**src/rtl/msi_directory_ctrl.sv**
```systemverilog
// MSI directory controller for the shared L2 list.
// One processor request is serviced at a time: lookup, optional invalidate or
// downgrade of other holders, optional victim writeback, optional memory fill,
// then a single-cycle response. Entry storage lives in msi_dir_entry instances.

// One directory entry: state registers plus its own address compare.
module msi_dir_entry #(
  parameter int ADDR_W    = 4,
  parameter int DATA_W    = 4,
  parameter int NUM_PROCS = 2
) (
  input  logic                 Clock,
  input  logic                 Resetn,
  input  logic                 wrEn,
  input  logic [ADDR_W-1:0]    wrAddr,
  input  logic [1:0]           wrState,
  input  logic [DATA_W-1:0]    wrData,
  input  logic [NUM_PROCS-1:0] wrSharers,
  input  logic [ADDR_W-1:0]    lookupAddr,
  output logic                 valid,
  output logic [ADDR_W-1:0]    addr,
  output logic [1:0]           state,
  output logic [DATA_W-1:0]    data,
  output logic [NUM_PROCS-1:0] sharers,
  output logic                 hit
);

  // Entry contents; reset leaves the entry invalid in state I with no sharers.
  always_ff @(posedge Clock or negedge Resetn) begin
    if (!Resetn) begin
      valid   <= 1'b0;
      addr    <= '0;
      state   <= 2'b01;
      data    <= '0;
      sharers <= '0;
    end else if (wrEn) begin
      valid   <= 1'b1;
      addr    <= wrAddr;
      state   <= wrState;
      data    <= wrData;
      sharers <= wrSharers;
    end
  end

  // Address 0 is reserved, so it can never produce a hit.
  always_comb begin
    hit = valid && (state != 2'b01) && (addr == lookupAddr) && (lookupAddr != '0);
  end

endmodule

module msi_directory_ctrl #(
  parameter int NUM_ENTRIES = 4,
  parameter int NUM_PROCS   = 2,
  parameter int ADDR_W      = 4,
  parameter int DATA_W      = 4,
  localparam int PW = (NUM_PROCS > 1) ? $clog2(NUM_PROCS) : 1,
  localparam int IW = $clog2(NUM_ENTRIES)
) (
  input  logic                 Clock,
  input  logic                 Resetn,
  input  logic                 ReqValid,
  output logic                 ReqReady,
  input  logic [PW-1:0]        ReqProc,
  input  logic                 ReqWrite,
  input  logic [ADDR_W-1:0]    ReqAddr,
  input  logic [DATA_W-1:0]    ReqData,
  output logic                 RespValid,
  output logic [DATA_W-1:0]    RespData,
  output logic [1:0]           RespState,
  output logic                 InvValid,
  output logic                 InvDowngrade,
  output logic [NUM_PROCS-1:0] InvMask,
  input  logic [NUM_PROCS-1:0] InvAck,
  output logic                 MemRdValid,
  output logic                 MemWrValid,
  output logic [ADDR_W-1:0]    MemAddr,
  output logic [DATA_W-1:0]    MemWrData,
  input  logic                 MemRdDone,
  input  logic [DATA_W-1:0]    MemRdData
);

  localparam logic [1:0] ST_I = 2'b01;
  localparam logic [1:0] ST_S = 2'b10;
  localparam logic [1:0] ST_M = 2'b11;

  typedef enum logic [2:0] {IDLE, LOOKUP, INVAL, EVICT, FILL, RESP} fsm_e;

  typedef struct packed {
    logic [PW-1:0]     proc;
    logic              write;
    logic [ADDR_W-1:0] addr;
    logic [DATA_W-1:0] data;
  } req_t;

  fsm_e fsmState, fsmNext;
  req_t req;

  logic [NUM_ENTRIES-1:0]                eValid;
  logic [NUM_ENTRIES-1:0][ADDR_W-1:0]    eAddr;
  logic [NUM_ENTRIES-1:0][1:0]           eState;
  logic [NUM_ENTRIES-1:0][DATA_W-1:0]    eData;
  logic [NUM_ENTRIES-1:0][NUM_PROCS-1:0] eSharers;
  logic [NUM_ENTRIES-1:0]                eHit;
  logic [NUM_ENTRIES-1:0]                entryWr;

  logic [NUM_PROCS-1:0] reqBit;
  logic                 hitAny, freeAny;
  logic [IW-1:0]        hitIdx, freeIdx;

  fsm_e                 lkNext;
  logic [IW-1:0]        lkIdx;
  logic [NUM_PROCS-1:0] lkMask;
  logic                 lkDown, lkEvict;

  logic [IW-1:0]        tgtIdx, victimPtr, selIdx;
  logic                 tgtHit, selHit;
  logic [NUM_PROCS-1:0] pending, invMaskR;
  logic                 invDownR, rdIssued;

  logic [1:0]           finState;
  logic [NUM_PROCS-1:0] finSharers;
  logic [DATA_W-1:0]    finData;
  logic                 enterResp;
  logic [DATA_W-1:0]    respDataR;
  logic [1:0]           respStateR;

  for (genvar i = 0; i < NUM_ENTRIES; i++) begin : gEntry
    msi_dir_entry #(
      .ADDR_W   (ADDR_W),
      .DATA_W   (DATA_W),
      .NUM_PROCS(NUM_PROCS)
    ) uEntry (
      .Clock     (Clock),
      .Resetn    (Resetn),
      .wrEn      (entryWr[i]),
      .wrAddr    (req.addr),
      .wrState   (finState),
      .wrData    (finData),
      .wrSharers (finSharers),
      .lookupAddr(req.addr),
      .valid     (eValid[i]),
      .addr      (eAddr[i]),
      .state     (eState[i]),
      .data      (eData[i]),
      .sharers   (eSharers[i]),
      .hit       (eHit[i])
    );
  end

  assign reqBit = NUM_PROCS'(1) << req.proc;

  // Lowest-index hit and lowest-index free slot (descending scan so low wins).
  always_comb begin
    hitAny  = 1'b0;
    hitIdx  = '0;
    freeAny = 1'b0;
    freeIdx = '0;
    for (int i = NUM_ENTRIES - 1; i >= 0; i--) begin
      if (eHit[i]) begin
        hitAny = 1'b1;
        hitIdx = IW'(i);
      end
      if (!eValid[i] || eState[i] == ST_I) begin
        freeAny = 1'b1;
        freeIdx = IW'(i);
      end
    end
  end

  // Lookup decision: which entry is targeted and what coherence work precedes the response.
  always_comb begin
    lkNext  = RESP;
    lkIdx   = hitIdx;
    lkMask  = '0;
    lkDown  = 1'b0;
    lkEvict = 1'b0;
    if (hitAny) begin
      if (!req.write) begin
        // Read of a block modified by someone else: owner drops to S.
        if (eState[hitIdx] == ST_M && (eSharers[hitIdx] & reqBit) == '0) begin
          lkNext = INVAL;
          lkMask = eSharers[hitIdx];
          lkDown = 1'b1;
        end
      end else if ((eSharers[hitIdx] & ~reqBit) != '0) begin
        lkNext = INVAL;
        lkMask = eSharers[hitIdx] & ~reqBit;
      end
    end else if (freeAny) begin
      lkIdx = freeIdx;
      if (req.write) lkNext = RESP;
      else           lkNext = FILL;
    end else begin
      lkIdx   = victimPtr;
      lkNext  = EVICT;
      lkMask  = eSharers[victimPtr];
      lkEvict = 1'b1;
    end
  end

  // Values installed into the target entry and reported on the response.
  always_comb begin
    selIdx     = (fsmState == LOOKUP) ? lkIdx  : tgtIdx;
    selHit     = (fsmState == LOOKUP) ? hitAny : tgtHit;
    finState   = ST_M;
    finSharers = reqBit;
    finData    = req.data;
    if (!req.write) begin
      if (selHit) begin
        finSharers = eSharers[selIdx] | reqBit;
        finData    = eData[selIdx];
        if (eState[selIdx] == ST_M && (eSharers[selIdx] & reqBit) == '0) finState = ST_S;
        else                                                             finState = eState[selIdx];
      end else begin
        finState = ST_S;
        finData  = MemRdData;
      end
    end
    enterResp = (fsmNext == RESP) && (fsmState != RESP);
    entryWr   = enterResp ? (NUM_ENTRIES'(1) << selIdx) : '0;
  end

  // FSM state register.
  always_ff @(posedge Clock or negedge Resetn) begin
    if (!Resetn) fsmState <= IDLE;
    else         fsmState <= fsmNext;
  end

  // FSM next-state logic.
  always_comb begin
    fsmNext = fsmState;
    case (fsmState)
      IDLE:    if (ReqValid) fsmNext = LOOKUP;
      LOOKUP:  fsmNext = lkNext;
      INVAL:   if (pending == '0) fsmNext = RESP;
      EVICT:   if (pending == '0) begin
                 if (req.write) fsmNext = RESP;
                 else           fsmNext = FILL;
               end
      FILL:    if (MemRdDone) fsmNext = RESP;
      RESP:    fsmNext = IDLE;
      default: fsmNext = IDLE;
    endcase
  end

  // Request latch, target bookkeeping, ack collection and held response fields.
  always_ff @(posedge Clock or negedge Resetn) begin
    if (!Resetn) begin
      req        <= '0;
      tgtIdx     <= '0;
      tgtHit     <= 1'b0;
      victimPtr  <= '0;
      pending    <= '0;
      invMaskR   <= '0;
      invDownR   <= 1'b0;
      rdIssued   <= 1'b0;
      respDataR  <= '0;
      respStateR <= '0;
    end else begin
      if (fsmState == IDLE && ReqValid)
        req <= '{proc: ReqProc, write: ReqWrite, addr: ReqAddr, data: ReqData};
      if (fsmState == LOOKUP) begin
        tgtIdx   <= lkIdx;
        tgtHit   <= hitAny;
        pending  <= lkMask;
        invMaskR <= lkMask;
        invDownR <= lkDown;
        if (lkEvict)
          victimPtr <= (victimPtr == IW'(NUM_ENTRIES - 1)) ? '0 : victimPtr + 1'b1;
      end else if (fsmState == INVAL || fsmState == EVICT) begin
        // Acks from processors outside the mask cannot clear anything.
        pending <= pending & ~InvAck;
      end
      rdIssued <= (fsmState == FILL);
      if (enterResp) begin
        respDataR  <= finData;
        respStateR <= finState;
      end
    end
  end

  // FSM-derived outputs; the victim's entry is untouched until RESP, so it sources the writeback.
  always_comb begin
    ReqReady     = (fsmState == IDLE);
    RespValid    = (fsmState == RESP);
    InvValid     = (fsmState == INVAL || fsmState == EVICT) && (pending != '0);
    InvMask      = InvValid ? invMaskR : '0;
    InvDowngrade = InvValid && invDownR;
    MemWrValid   = (fsmState == EVICT) && (pending == '0) && (eState[tgtIdx] == ST_M);
    MemRdValid   = (fsmState == FILL) && !rdIssued;
    MemAddr      = '0;
    MemWrData    = '0;
    if (MemRdValid) begin
      MemAddr = req.addr;
    end else if (MemWrValid) begin
      MemAddr   = eAddr[tgtIdx];
      MemWrData = eData[tgtIdx];
    end
  end

  assign RespData  = respDataR;
  assign RespState = respStateR;

endmodule

```
**config.mk**
```make
export PLATFORM = sky130hd
export DESIGN_NAME = msi_directory_ctrl
export DESIGN_NICKNAME = d
export VERILOG_FILES = /design/src/rtl/msi_directory_ctrl.sv
export SDC_FILE = /design/constraint.sdc
export NUM_CORES = 1
export LEC_CHECK = 0
export CORE_ASPECT_RATIO = 0.75
export CORE_UTILIZATION = 52
export DETAILED_ROUTE_END_ITERATION = 12
export GPL_TIMING_DRIVEN = 1
export HOLD_SLACK_MARGIN = 0.08
export PLACE_DENSITY_LB_ADDON = 0.1
export RECOVER_POWER = 50
export SETUP_SLACK_MARGIN = 0.02
export SYNTH_ARGS = -nofsm -noshare
export SYNTH_HDL_FRONTEND = slang
export SYNTH_HIERARCHICAL = 1
export SYNTH_SLANG_ARGS = --single-unit
```
**constraint.sdc**
```tcl
create_clock -name Clock -period 3.9 [get_ports Clock]
set_clock_uncertainty 0.2 [all_clocks]
set_input_delay 0.78 -clock Clock [delete_from_list [all_inputs] [get_ports Clock]]
set_output_delay 0.78 -clock Clock [all_outputs]
set_load 0.05 [all_outputs]
```
Word-level counts from Yosys, hierarchy flattened
Index checks and enable logic that the tools add are counted.
Widths: inputs -> output; s select.
{ "classes": {"magnitude_cmp": 4, "addsub": 1, "eq_ne": 23, "reduce_logical": 40, "bitwise_logic": 7, "shifts": 2, "muxes": 75} }
{ "ops": {"columns": ["cell", "count"], "rows": [
  ["$mux 2", 31],
  ["$mux 4", 10],
  ["$mux 3", 9],
  ["$bmux 2 s2", 6],
  ["$bmux 4 s2", 3],
  ["$logic_and 1x1->1", 21],
  ["$eq 4x4->1", 4],
  ["$mux 1", 15],
  ["$pmux 3 s5", 1],
  ["$lt 2x3->1 const B", 4],
  ["$eq 3x3->1 const B", 3],
  ["$and 2x2->2", 4],
  ["$eq 2x1->1 const B", 4],
  ["$eq 2x2->1 const B", 4],
  ["$ne 2x1->1 const B", 4],
  ["$eq 3x2->1 const B", 2],
  ["$logic_not 2->1", 3],
  ["$reduce_bool 2->1", 3],
  ["$logic_not 1->1", 5],
  ["$logic_or 1x1->1", 5],
  ["$not 2->2", 2],
  ["$reduce_bool 4->1", 1],
  ["$shl 1x2->4 const A", 1],
  ["$eq 3x1->1 const B", 1],
  ["6 further kinds", 6]
]} }
{ "word_totals": {"inputBits": 20, "word_cells": 186, "ff_bits": 82, "out_inout_bits": 22} }

Logic depth before layout (Yosys ltp)
{ "logic_depth": {"word_depth": 20, "depth_mapped": 13, "depth_no_buf": 11} }

Cells and area by module
The synthesis kept the hierarchy.
{ "modules_own_cells": {"columns": ["module", "seq_area_each_um2", "instances", "cells_per_inst", "area_each_um2"], "rows": [
  ["msi_directory_ctrl", 750.7, 1, 253, 2552.4],
  ["msi_dir_entry", 326.6, 4, 36, 540.5]
]} }

Least setup slack after synthesis
OpenSTA, ideal clock, no wires.
{ "synth_path": {"path_type": "register -> register", "from": "register req[7] (netlist name)", "to": "register gEntry[0].uEntry.addr[0]", "setup_time_ns": 0.125, "arrival_time_ns": 3.874, "path_stages_with_launch": 13, "required_time_ns": 3.575, "period_less_slack_ns": 4.199, "path_slack_ns": -0.299, "n_path_buf": 2, "cell_sequence": "dfrtp_1 -> or3_1 -> a2111oi_2 -> nand2b_1 -> a21o_1 -> buf_6 -> mux2_2 -> a22oi_1 -> a32oi_1 -> a21oi_2 -> nor3b_1 -> buf_2 -> mux2_2"} }
{ "synth_via": {"word_cells_on_any_way": 42, "cone_classes": "6 x eq/ne; 1 x shift; 20 x mux; 2 x bitwise; 13 x reduce/logical"} }
{ "synth_rtl": {"columns": ["element", "line_no", "text"], "rows": [
  ["from (decl)", "97", "req_t req;"],
  ["from (signal assigned)", "262", "req <= '{proc: ReqProc, write: ReqWrite, addr: ReqAddr, data: ReqData};"],
  ["$eq 4x4->1", "47", "hit = valid && (state != 2'b01) && (addr == lookupAddr) && (lookupAddr != '0);"],
  ["$logic_and 1x1->1", "47", null],
  ["$logic_and 1x1->1 (*)", "47", null],
  ["via eHit[2]", "104", "logic [NUM_ENTRIES-1:0] eHit;"],
  ["$mux 2 (3 in series)", "160", "if (eHit[i]) begin"],
  ["$bmux 2 s2", "181, 186", null],
  ["$mux 2 (implied by the code)", "181, 186", null],
  ["$and 2x2->2", "181", "if (eState[hitIdx] == ST_M && (eSharers[hitIdx] & reqBit) == '0) begin"],
  ["(+2 left out)", null, null],
  ["$mux 3", "181", null],
  ["$mux 3", "179", "if (!req.write) begin"],
  ["$mux 3", "178", "if (hitAny) begin"],
  ["$pmux 3 s5", "233", "case (fsmState)"],
  ["$eq 3x3->1", "220", "enterResp = (fsmNext == RESP) && (fsmState != RESP);"],
  ["$logic_and 1x1->1", "220", null],
  ["$mux 4 (*)", "221", "entryWr = enterResp ? (NUM_ENTRIES'(1) << selIdx) : '0;"],
  ["via entryWr[0]", "105", "logic [NUM_ENTRIES-1:0] entryWr;"],
  ["to (signal assigned)", "38", "addr <= wrAddr;"],
  ["to (decl)", "21", "output logic [ADDR_W-1:0] addr,"]
]} }
Mark *: on every way through the listed nets, which the timed path passes. The rest lies on a longest branch. The select of a mux whose other input is x is not followed.
A chain may end at the register's enable or synchronous reset.

Worst setup path in the final report
{ "layout_path": {"from": "register req[7] (netlist name)", "to": "register gEntry[0].uEntry.data[3]"} }
{ "layout_via": {"word_cells_on_any_way": 47, "cone_classes": "6 x eq/ne; 1 x shift; 25 x mux; 2 x bitwise; 13 x reduce/logical"} }
{ "layout_rtl": {"columns": ["element", "line_no", "text"], "rows": [
  ["$eq 4x4->1", "47", null],
  ["$logic_and 1x1->1", "47", null],
  ["$logic_and 1x1->1 (*)", "47", null],
  ["via eHit[1]", "104", null],
  ["$mux 2 (2 in series)", "160", null],
  ["$bmux 2 s2", "181, 186", null],
  ["$mux 2 (implied by the code)", "181, 186", null],
  ["$and 2x2->2", "181", null],
  ["(+2 left out)", null, null],
  ["$mux 3", "181", null],
  ["$mux 3", "179", null],
  ["$mux 3", "178", null],
  ["$pmux 3 s5", "233", null],
  ["$eq 3x3->1", "220", null],
  ["$logic_and 1x1->1", "220", null],
  ["$mux 4 (*)", "221", null],
  ["via entryWr[0]", "105", null],
  ["to (signal assigned)", "40", "data <= wrData;"],
  ["to (decl)", "23", "output logic [DATA_W-1:0] data,"]
]} }
Marks and branches as above.

==> results.sh <==
export IMPL_synthCells=397
export IMPL_cts_tree="built"
export IMPL_grt_max_degree=83
export IMPL_synth_distinct_cells=60
export IMPL_slew_headroom=-0.358
export IMPL_r2r_cells=13
export IMPL_crit_fanout=8
export IMPL_hold_depth=1
export IMPL_synth_net_count=418
export IMPL_required_ns=3.92
export IMPL_ys_seq_area_frac=0.436
export IMPL_synth_flop_cell="dfrtp_1"
export IMPL_fillers=664
export IMPL_final_cells=589
export IMPL_r2r_end="gEntry[0].uEntry/data[3]$_DFFE_PN0P_"
export IMPL_synth_edf_count=0
export IMPL_yosys_warnings=6
export IMPL_wl_per_cell_um=21.2
export IMPL_num_rows=29
export IMPL_grt_pass1_wl_um=19900
export IMPL_violations="DRC, capacitance limit, slew limit"
export IMPL_start_util=0.546
export IMPL_cp_arrival_ns=3.84
export IMPL_yosysTopAreaCell="dfrtp_1"
export IMPL_dpl_hpwl_um=8690
export IMPL_rsz0062_at_grt="yes"
export IMPL_track_usage=0.280
export IMPL_start_kind="flop"
export IMPL_crit_start="req[7]$_DFFE_PN0P_"
export IMPL_critical_path_class="flop to flop"
export IMPL_finalHoldViolCount=0
export IMPL_root_buffer="clkbuf_16"
export IMPL_final_max_slew_viol_count=83
export IMPL_die_area_um2=9450
export IMPL_final_area_um2=6040
export IMPL_r2r_start="req[7]$_DFFE_PN0P_"
export IMPL_diodes=0
export IMPL_clk_pin_slew_ns=0.06
export IMPL_routed_via_density=6.12
export IMPL_route_vias_total=3604
export IMPL_synthMostInstantiatedCell="dfrtp_1"
export IMPL_drt_total_wl_um=12500
export IMPL_ant_nets=0
export IMPL_ys_ff_latch=82
export IMPL_clk_path_buf_depth=2
export IMPL_placed_cell_area_um2=5570
export IMPL_die_w_um=112
export IMPL_worst_pin_slew_ns=2.04
export IMPL_grt_pass1_vias=3522
export IMPL_fp_dieH_um=84.5
export IMPL_drive_gt1_frac=0.405
export IMPL_grt_ovfl_total=0
export IMPL_r2r_slack_ns=0.08
export IMPL_fin_nets=497
export IMPL_syn_area_per_cell_um2=11.9
export IMPL_ioPinCount=42
export IMPL_detail_route_iter0_violations=179
export IMPL_remaining_drc_errors=2
export IMPL_h_tree_depth=3
export IMPL_cap_viol_max_count=1
export IMPL_period_share=0.979
export IMPL_period_minus_slack_ns=3.82
export IMPL_dr_pass1_iters=8
export IMPL_placedCellCount=568
export IMPL_place_ws_ns=-0.0346
export IMPL_synth_area_um2=4710
export IMPL_areaGrowthSynthToFinish_pct=28.1
export IMPL_gp_congestion=0.839
export IMPL_cts_buffers=9
export IMPL_cts_num_sinks=82
export IMPL_synth_area_leaders="dfrtp_1, mux2_2, mux4_2"
export IMPL_min_to="invDownR$_DFFE_PN0P_"
export IMPL_netlist_area_leader_share=0.414
export IMPL_end_kind="flop"
export IMPL_status="complete, but fails checks"
export IMPL_clk_latency_ns=0.34
export IMPL_setup_slack_ns=0.0810
export IMPL_hold_path_startpoint="invDownR$_DFFE_PN0P_"
export IMPL_core_area_um2=8640
export IMPL_hp_class="flop to flop"
export IMPL_antenna_found_initial=0
export IMPL_setup_viol=0
export IMPL_timing_fmax_ghz=0.262
export IMPL_synth_common_cells="dfrtp_1, mux2_2, nand2_1"
export IMPL_utilization=0.700
export IMPL_portBuffers=41
export IMPL_async_reset_ff_frac=1.00
==> repair_timing <==
action	in CTS	in global routing
cloned	0	1
buffers inserted	1	3
pin swaps	1	11
hold buffers	0	0
endpoints found under the setup margin	46	54
gates resized for setup	1	20
hold endpoints to repair	0	0
==> worst max path at each step <==
stage,end,slack [ns],depth (start not counted)
after floorplan,gEntry[0].uEntry/addr[0]$_DFFE_PN0P_,0.01,12
after global placement,gEntry[2].uEntry/addr[0]$_DFFE_PN0P_,0.07,10
after detailed placement,gEntry[2].uEntry/data[2]$_DFFE_PN0P_,-0.03,10
after CTS,gEntry[0].uEntry/addr[3]$_DFFE_PN0P_,0.05,12
after global routing,gEntry[0].uEntry/valid$_DFFE_PN0P_,-0.02,14
final,gEntry[0].uEntry/data[3]$_DFFE_PN0P_,0.08,13
==> registers in the layout, indices dropped and copies added (netlist names), 3 cells and up <==
| signal | cells |
|---|---|
| gEntry.uEntry/addr | 16 |
| RespData | 4 |
| gEntry.uEntry/data | 16 |
| req | 10 |
| gEntry.uEntry/sharers | 8 |
| fsmState | 3 |
| gEntry.uEntry/valid | 4 |
| gEntry.uEntry/state | 8 |
==> per-layer routing <==
metal | wire (µm) | up-vias | GRT usage
met5 | 0 | - | 0
met4 | 82 | 0 | 0.0667
met3 | 716 | 8 | 0.0635
met2 | 5660 | 122 | 0.424
met1 | 6040 | 1824 | 0.409
li1 | - | 1650 | -
==> placed cells by master, fill, tap and decap left out, types with 4 or more instances in the layout <==
cell	instances
a2111oi_4	4
nor4_1	4
dfstp_2	4
mux2i_1	19
inv_1	7
nor3_1	8
and3_1	4
mux4_2	11
nand2_1	22
nor2_1	12
clkbuf_16	10
nand2b_1	11
clkdlybuf4s50_1	31
buf_4	43
mux2_2	70
xor2_1	8
o21ai_2	5
a311oi_1	4
a22o_1	4
nand3_1	7
dfrtp_1	75
and2_1	5
or2_2	5
nor2b_1	6
o21ai_0	7
a21oi_1	10
==> cell type report <==
class / instances / area [µm²] / share of cell area
clock buffers: 12 / 246 / 0.0408
clock inverters: 4 / 98.8 / 0.0164
inverters: 7 / 26.3 / 0.00435
multi-input cells: 292 / 2700 / 0.447
flip-flops and latches: 82 / 2060 / 0.341
well taps: 108 / 135 / 0.0224
repair buffers: 84 / 771 / 0.128
==> per-stage QoR <==
step | setup TNS, ns | hold WS (ns)
floorplan | 0 | 0.237
global placement | 0 | 0.253
detailed placement | -0.447 | 0.259
CTS | 0 | 0.272
global route | -0.0176 | 0.300
finish | 0 | 0.270
==> cell families after synthesis <==
logic type,synth area share
buf+inv,0.0236
compound gates,0.114
fa+ha+maj,0.00265
xor+xnor,0.0223
simple gates,0.132
mux,0.269
flops,0.436
==> critical path, stage by stage, from the launching register on <==
cell	delay, ns
dfrtp_2	0.44
buf_6	0.14
or3_4	0.37
a2111oi_4	0.40
inv_1	0.12
a21o_4	0.25
mux2_4	0.32
a22oi_1	0.21
a32oi_2	0.10
a21oi_2	0.30
nor3b_4	0.24
buf_6	0.15
clkbuf_16	0.15
mux2_2	0.32
Power is not shown: default switching activity piles up to over one toggle a cycle in this logic, so the estimate is an artifact.
